**config.mk**
```make
export PLATFORM = sky130hd
export DESIGN_NAME = multiplier32_iter_flat
export DESIGN_NICKNAME = d
export VERILOG_FILES = /design/src/rtl/multiplier32_iter_pkg.sv /design/src/rtl/multiplier32_iter_if.sv /design/src/rtl/multiplier32_iter_chunk_step.sv /design/src/rtl/multiplier32_iter.sv /design/src/flat_wrapper.sv
export SDC_FILE = /design/constraint.sdc
export NUM_CORES = 1
export LEC_CHECK = 0
export CAP_MARGIN = 20
export CORE_ASPECT_RATIO = 2
export CORE_MARGIN = 3
export CORE_UTILIZATION = 50
export DETAILED_ROUTE_END_ITERATION = 8
export PLACE_DENSITY = 0.77
export SLEW_MARGIN = 40
export SYNTH_ARGS = -nofsm -noshare
export SYNTH_HDL_FRONTEND = slang
export SYNTH_SLANG_ARGS = --single-unit
```
**constraint.sdc**
```tcl
create_clock -name clk -period 16.4 [get_ports clk]
set_clock_uncertainty 0.2 [all_clocks]
set_input_delay 3.28 -clock clk [delete_from_list [all_inputs] [get_ports clk]]
set_output_delay 3.28 -clock clk [all_outputs]
set_load 0.01 [all_outputs]
```
**src/rtl/multiplier32_iter_pkg.sv**
```systemverilog
// -----------------------------------------------------------------------------
// multiplier32_iter_pkg
// Shared constants and types for the iterative 32x32 multiplier.
//   MSB_POS__MUL32_INOUT : MSB index of the command/result data words
//   MUL32_CHUNK_WIDTH    : multiplier bits consumed per BUSY step
//   MUL32_NUM_CHUNKS     : BUSY steps for a full 32-bit multiplier
//   Mul32State           : FSM state encoding (Idle, Busy)
// -----------------------------------------------------------------------------
package multiplier32_iter_pkg;

    localparam int MSB_POS__MUL32_INOUT = 31;
    localparam int MUL32_WIDTH          = MSB_POS__MUL32_INOUT + 1;
    localparam int MUL32_CHUNK_WIDTH    = 8;
    localparam int MUL32_NUM_CHUNKS     = 4;
    localparam int MUL32_CNT_WIDTH      = $clog2(MUL32_NUM_CHUNKS);

    typedef enum logic {
        Idle = 1'b0,
        Busy = 1'b1
    } Mul32State;

endpackage

```
**src/rtl/multiplier32_iter_if.sv**
```systemverilog
// -----------------------------------------------------------------------------
// mul32_if
// Command/response bundle between the CPU (master) and the multiplier (slave).
//   enable         : master -> slave, command strobe, sampled only in IDLE
//   x, y           : master -> slave, unsigned operands
//   can_accept_cmd : slave -> master, high while the multiplier is IDLE
//   data_ready     : slave -> master, one-cycle strobe, prod valid with it
//   prod           : slave -> master, low 32 bits of x*y, held until next result
// Handshake: a command transfers on a rising edge where enable=1 and
// can_accept_cmd=1; enable at any other edge is dropped, never queued. The
// result has no backpressure: data_ready is a single-cycle pulse.
// -----------------------------------------------------------------------------
interface mul32_if;
    import multiplier32_iter_pkg::*;

    logic                          enable;
    logic [MSB_POS__MUL32_INOUT:0] x;
    logic [MSB_POS__MUL32_INOUT:0] y;
    logic                          can_accept_cmd;
    logic                          data_ready;
    logic [MSB_POS__MUL32_INOUT:0] prod;

    modport master (
        output enable, x, y,
        input  can_accept_cmd, data_ready, prod
    );

    modport slave (
        input  enable, x, y,
        output can_accept_cmd, data_ready, prod
    );

endinterface

```
**src/rtl/multiplier32_iter_chunk_step.sv**
```systemverilog
// -----------------------------------------------------------------------------
// mul32_chunk_step
// One combinational shift-and-add step: folds the low chunk of the multiplier
// into the accumulator and shifts both operands for the next step.
//   acc_i / acc_o       : running partial product (mod 2^32)
//   mcand_i / mcand_o   : multiplicand, shifted left one chunk per step
//   mplier_i / mplier_o : multiplier, shifted right one chunk per step
// -----------------------------------------------------------------------------
module mul32_chunk_step
    import multiplier32_iter_pkg::*;
(
    input  logic [MUL32_WIDTH-1:0] acc_i,
    input  logic [MUL32_WIDTH-1:0] mcand_i,
    input  logic [MUL32_WIDTH-1:0] mplier_i,
    output logic [MUL32_WIDTH-1:0] acc_o,
    output logic [MUL32_WIDTH-1:0] mcand_o,
    output logic [MUL32_WIDTH-1:0] mplier_o
);

    logic [MUL32_CHUNK_WIDTH-1:0] chunk;
    logic [MUL32_WIDTH-1:0]       partial;

    assign chunk = mplier_i[MUL32_CHUNK_WIDTH-1:0];

    // 32-bit context keeps only the low word of the 32x8 product, which is all
    // the final result needs.
    assign partial  = mcand_i * MUL32_WIDTH'(chunk);
    assign acc_o    = acc_i + partial;
    assign mcand_o  = mcand_i << MUL32_CHUNK_WIDTH;
    assign mplier_o = mplier_i >> MUL32_CHUNK_WIDTH;

endmodule

```
**src/rtl/multiplier32_iter.sv**
```systemverilog
// -----------------------------------------------------------------------------
// multiplier32_iter
// Iterative 32x32 -> 32 multiplier, 8 multiplier bits per cycle.
//   clk     : rising-edge clock
//   rst     : asynchronous active-high reset
//   mul_bus : mul32_if.slave command/response bundle
//   state_o : current FSM state (debug visibility)
// Accept at edge E, BUSY steps at E+1..E+4, data_ready in the cycle after the
// last step. Optional macro MUL32_EARLY_EXIT_EN: finish as soon as the
// remaining multiplier bits are all zero (latency 1..4).
// -----------------------------------------------------------------------------
module multiplier32_iter
    import multiplier32_iter_pkg::*;
(
    input  logic      clk,
    input  logic      rst,
    mul32_if.slave    mul_bus,
    output Mul32State state_o
);

    Mul32State                  state_q;
    logic [MUL32_WIDTH-1:0]     acc_q;
    logic [MUL32_WIDTH-1:0]     mcand_q;
    logic [MUL32_WIDTH-1:0]     mplier_q;
    logic [MUL32_WIDTH-1:0]     prod_q;
    logic [MUL32_CNT_WIDTH-1:0] cnt_q;
    logic                       data_ready_q;

    logic [MUL32_WIDTH-1:0]     acc_d;
    logic [MUL32_WIDTH-1:0]     mcand_d;
    logic [MUL32_WIDTH-1:0]     mplier_d;
    logic                       last_step_d;

    mul32_chunk_step u_step (
        .acc_i    (acc_q),
        .mcand_i  (mcand_q),
        .mplier_i (mplier_q),
        .acc_o    (acc_d),
        .mcand_o  (mcand_d),
        .mplier_o (mplier_d)
    );

    // Decides whether the step taken at the coming edge is the final one.
    always_comb begin
        last_step_d = (cnt_q == MUL32_CNT_WIDTH'(MUL32_NUM_CHUNKS - 1));
`ifdef MUL32_EARLY_EXIT_EN
        // No multiplier bits left means every further partial product is zero.
        if (mplier_d == '0) begin
            last_step_d = 1'b1;
        end
`endif
    end

    always_ff @(posedge clk or posedge rst) begin
        if (rst) begin
            state_q      <= Idle;
            acc_q        <= '0;
            mcand_q      <= '0;
            mplier_q     <= '0;
            prod_q       <= '0;
            cnt_q        <= '0;
            data_ready_q <= 1'b0;
        end else begin
            data_ready_q <= 1'b0;
            case (state_q)
                Idle: begin
                    if (mul_bus.enable) begin
                        mcand_q  <= mul_bus.x;
                        mplier_q <= mul_bus.y;
                        acc_q    <= '0;
                        cnt_q    <= '0;
                        state_q  <= Busy;
                    end
                end
                Busy: begin
                    acc_q    <= acc_d;
                    mcand_q  <= mcand_d;
                    mplier_q <= mplier_d;
                    cnt_q    <= cnt_q + MUL32_CNT_WIDTH'(1);
                    if (last_step_d) begin
                        prod_q       <= acc_d;
                        data_ready_q <= 1'b1;
                        state_q      <= Idle;
                    end
                end
                default: begin
                    state_q <= Idle;
                end
            endcase
        end
    end

    assign mul_bus.can_accept_cmd = (state_q == Idle);
    assign mul_bus.data_ready     = data_ready_q;
    assign mul_bus.prod           = prod_q;
    assign state_o                = state_q;

endmodule

```
**src/flat_wrapper.sv**
```systemverilog
// flat-port wrapper written by rule: the top's interface ports become plain ports
module multiplier32_iter_flat import multiplier32_iter_pkg::*;
  (clk, rst, state_o, mul_bus_enable, mul_bus_x, mul_bus_y, mul_bus_can_accept_cmd, mul_bus_data_ready, mul_bus_prod);
  mul32_if mul_bus_i ();
  input  logic clk;
  input  logic rst;
  output Mul32State state_o;
  input wire logic [$bits(mul_bus_i.enable)-1:0] mul_bus_enable;
  input wire logic [$bits(mul_bus_i.x)-1:0] mul_bus_x;
  input wire logic [$bits(mul_bus_i.y)-1:0] mul_bus_y;
  output wire logic [$bits(mul_bus_i.can_accept_cmd)-1:0] mul_bus_can_accept_cmd;
  output wire logic [$bits(mul_bus_i.data_ready)-1:0] mul_bus_data_ready;
  output wire logic [$bits(mul_bus_i.prod)-1:0] mul_bus_prod;
  assign mul_bus_i.enable = mul_bus_enable;
  assign mul_bus_i.x = mul_bus_x;
  assign mul_bus_i.y = mul_bus_y;
  assign mul_bus_can_accept_cmd = mul_bus_i.can_accept_cmd;
  assign mul_bus_data_ready = mul_bus_i.data_ready;
  assign mul_bus_prod = mul_bus_i.prod;
  multiplier32_iter u_core (.clk(clk), .rst(rst), .mul_bus(mul_bus_i), .state_o(state_o));
endmodule
```
==> Implementation_results.wiki <==
{| class="wikitable"
! Metric !! Value
|-
| Result of the run || complete, no violations
|-
| Post-detailed-route count of antenna-violating nets || 0
|-
| Synthesized area || 0.0130 sq mm
|-
| Power per unit of standard cell area || 206 mW/mm^2
|-
| Maximum number of pins on one net before global-route repair || 104
|-
| Critical path start-end classification || flop to output port
|-
| Count of instances resized after the clock tree is built || 0
|-
| Final number of max-transition violations || 0
|-
| CTS tree || yes
|-
| Min Tclk post-route || 6090 ps
|-
| Layout cells sized above 1 || 0.0601
|-
| Dominant cell type by area after synthesis || fa_1
|-
| Total routing resource utilization after global routing || 0.250
|-
| Kind of path behind the tightest hold check || flop to flop
|-
| Standard-cell row count || 82
|-
| Global-route wire length before repair || between 50000 and 60000 um
|-
| Number of vias after detailed routing || 9512
|-
| Crit Path Max Fanout || 64
|-
| Floorplan core area || around 0.025 sq mm
|-
| Worst reg-to-reg setup slack || 10640 ps
|-
| Vias per inst || 5.38
|-
| Count of max-cap constraint violations || 0
|-
| CTS buffer count || 17
|-
| Number of global-route vias before repair || 10500
|-
| Port Buffer Count || 101
|-
| Number of antenna violations at the first check in global routing || 0
|-
| Depth of the worst register-to-register path || 19
|-
| Final weighted congestion in routability-driven placement || 0.950
|-
| Share of synthesized area occupied by flip-flops and latches || 0.255
|-
| Floorplan die area || 0.0280 sq mm
|-
| Tightest Pin Transition || 737 ps
|-
| Number of clock sinks || 132
|-
| X dimension of the die || 120 um
|-
| Clk Latency, worst-skew pair || 460 ps
|-
| Warnings, synthesis || 0
|-
| Relative slew slack || 0.509
|-
| Final period utilization || 0.371
|-
| Initial core utilization || 0.512
|-
| Minimum setup slack after placement || between 10000 and 15000 ps
|-
| Number of levels in the clock H-tree || 4
|-
| Layout area overhead || 13.9%
|-
| Layout fillers || 2201
|-
| Final setup violation count || 0
|-
| Post-synth ARST share || 1.00
|-
| Total Nets Final || about 1700
|-
| HPWL reported at the end of detailed placement || 24800 um
|-
| Sum Neg Setup Slack || 0 ps
|-
| Commonest register cell after synthesis || dfrtp_1
|-
| Leakage dissipation || 7.41 nW
|-
| Chain of cells forming the critical path || clkinv_1, clkdlybuf4s50_1
|-
| Total iterations of the first detailed-routing run || 5
|-
| Main area contributors after synthesis || fa_1 29%, dfrtp_1 25%, and2_1 7.1%
|-
| Number of gates on the worst path with buffers counted || 2
|-
| Worst path bufs/invs || 2
|-
| Critical path's top delay family || buffers and inverters
|-
| Hold violation count in the final report || 0
|-
| Post-detailed-route wirelength per cell || 18.4 um
|-
| Number of cells traversed by the worst hold path || 2
|-
| Net count after synthesis || 1663
|-
| Unique cell type count in the Yosys netlist || 52
|-
| Post-synth top area share || 0.287
|-
| Root Buffer Master || clkbuf_16
|-
| Data required time of the critical path || 12920 ps
|-
| Synth Instances || 1368
|-
| Worst-path cell with the longest stage delay || dfrtp_4
|-
| Data arrival time of the critical path || 2610 ps
|-
| Unrepaired setup endpoints after global routing || false
|-
| Setup bufs post-CTS || 0
|-
| Setup slack of the critical path after layout || 10310 ps
|-
| Final core area utilization || 0.583
|-
| # hold bufs at CTS || 0
|-
| Total wire length after detailed routing || 32400 um
|-
| Peak Freq || 164 MHz
|-
| Flop and latch count out of synthesis || 132
|-
| Y dimension of the die || 234 um
|-
| GR Overflow Total || 0
|-
| Post-Synthesis Mean Instance Area || 9.48 sq um
|-
| Clock tree buffer depth || 2
|-
| Launching element type of the critical path || flop
|-
| Clock slew at reported path FFs || about 70 ps
|-
| Number of diodes || 0
|-
| Critical Path Sink Type || output port
|-
| DR iter-0 viols || 445
|-
| Largest stage delay, worst path || 840 ps
|-
| Number of enable-type register cells in the synthesized netlist || 0
|-
| Detailed-route DRC error count || 0
|-
| Most frequent cells after synthesis || 244 x inv_1, 186 x fa_1, 182 x nand2_1
|-
| Worst IR Drop VDD || 0.000139 V
|-
| Most frequent cell after synthesis || inv_1
|-
| I/O Pins || between 100 and 150
|}
-- registers in the layout (all words and copies together), names as in the netlist --
signal,count
u_core.acc_q,32
u_core.cnt_q,2
u_core.mcand_q,32
u_core.mplier_q,32
u_core.mul_bus.data_ready,1
u_core.mul_bus.prod,32
u_core.state_o,1
-- tightest hold or removal path, delay by kind of cell, from the launching register on --
kind | cells | cell delay [ps]
flops | 1 | 350
compound gates | 1 | 60
simple gates | 1 | 50
-- per-layer routing --
layer / global-route usage / up-vias / share of wire
met5: 0 / - / 0
met2: 0.449 / 315 / 0.54
met1: 0.269 / 4778 / 0.35
met3: 0.0444 / 135 / 0.046
met4: 0.160 / 0 / 0.068
li1: - / 4284 / -
-- through the flow --
stage | instance area (sq um) | cells | hold WS [ps] | power (mW)
2_1_floorplan | 13000 | 1368 | 249 | 2.02
3_3_place_gp | 14200 | 1735 | 259 | 2.60
3_5_place_dp | 14200 | 1735 | 271 | 2.65
4_1_cts | 14800 | 1767 | 289 | 3.06
5_1_grt | 14800 | 1767 | 308 | 3.33
6_report | 14800 | 1767 | 284 | 3.04
-- cell type report --
cell class / count / area (sq um) / share of cell area
clock buffers: 17 / 425 / 0.0288
clock inverters: 15 / 146 / 0.00991
inverters: 246 / 930 / 0.0629
multi-input cells: 909 / 8440 / 0.571
flip-flops and latches: 132 / 3310 / 0.224
well taps: 336 / 420 / 0.0285
repair buffers: 112 / 1100 / 0.0746
-- kinds of logic after synthesis --
| family | Yosys count | share of synthesized area |
|---|---|---|
| flip-flops | 132 | 0.255 |
| AO/OA/AOI/OAI | 165 | 0.0821 |
| adder cells (fa/ha/maj) | 228 | 0.328 |
| buffers and inverters | 327 | 0.0947 |
| multiplexers | 86 | 0.0682 |
| AND/OR/NAND/NOR | 393 | 0.148 |
| XOR/XNOR | 37 | 0.0250 |
-- report_power, final --
group          switching [mW]  internal [mW]
Combinational            1.17          0.844
Clock                   0.173          0.213
Sequential              0.170          0.467
-- worst paths after layout --
path / endpoint / from
max reg2reg: u_core.acc_q[31] / u_core.mplier_q[0]
max in group asynchronous: u_core.state_o / rst
min in group asynchronous: u_core.mul_bus.prod[1] / rst
min reg2reg: u_core.mplier_q[18] / u_core.mplier_q[26]
max: mul_bus_can_accept_cmd / u_core.state_o
min: u_core.mplier_q[18] / u_core.mplier_q[26]
-- cell usage in the layout (no fill, tap or decap), types with 8 or more instances in the layout --
cell type / netlist / routed
inv_1: 244 / 243
fa_1: 186 / 186
nand2_1: 182 / 181
and2_1: 147 / 147
dfrtp_1: 132 / 131
clkdlybuf4s50_1: 0 / 100
mux2i_1: 67 / 67
o21ai_0: 62 / 62
ha_1: 42 / 42
nor2_1: 31 / 31
xnor2_1: 29 / 29
a21oi_1: 25 / 25
mux2_2: 19 / 19
o31ai_1: 19 / 19
clkbuf_16: 0 / 17
a21o_1: 14 / 14
buf_4: 0 / 9
nand3_1: 8 / 8
xor2_1: 8 / 8
Note: power is estimated with default switching activity, not from simulation.
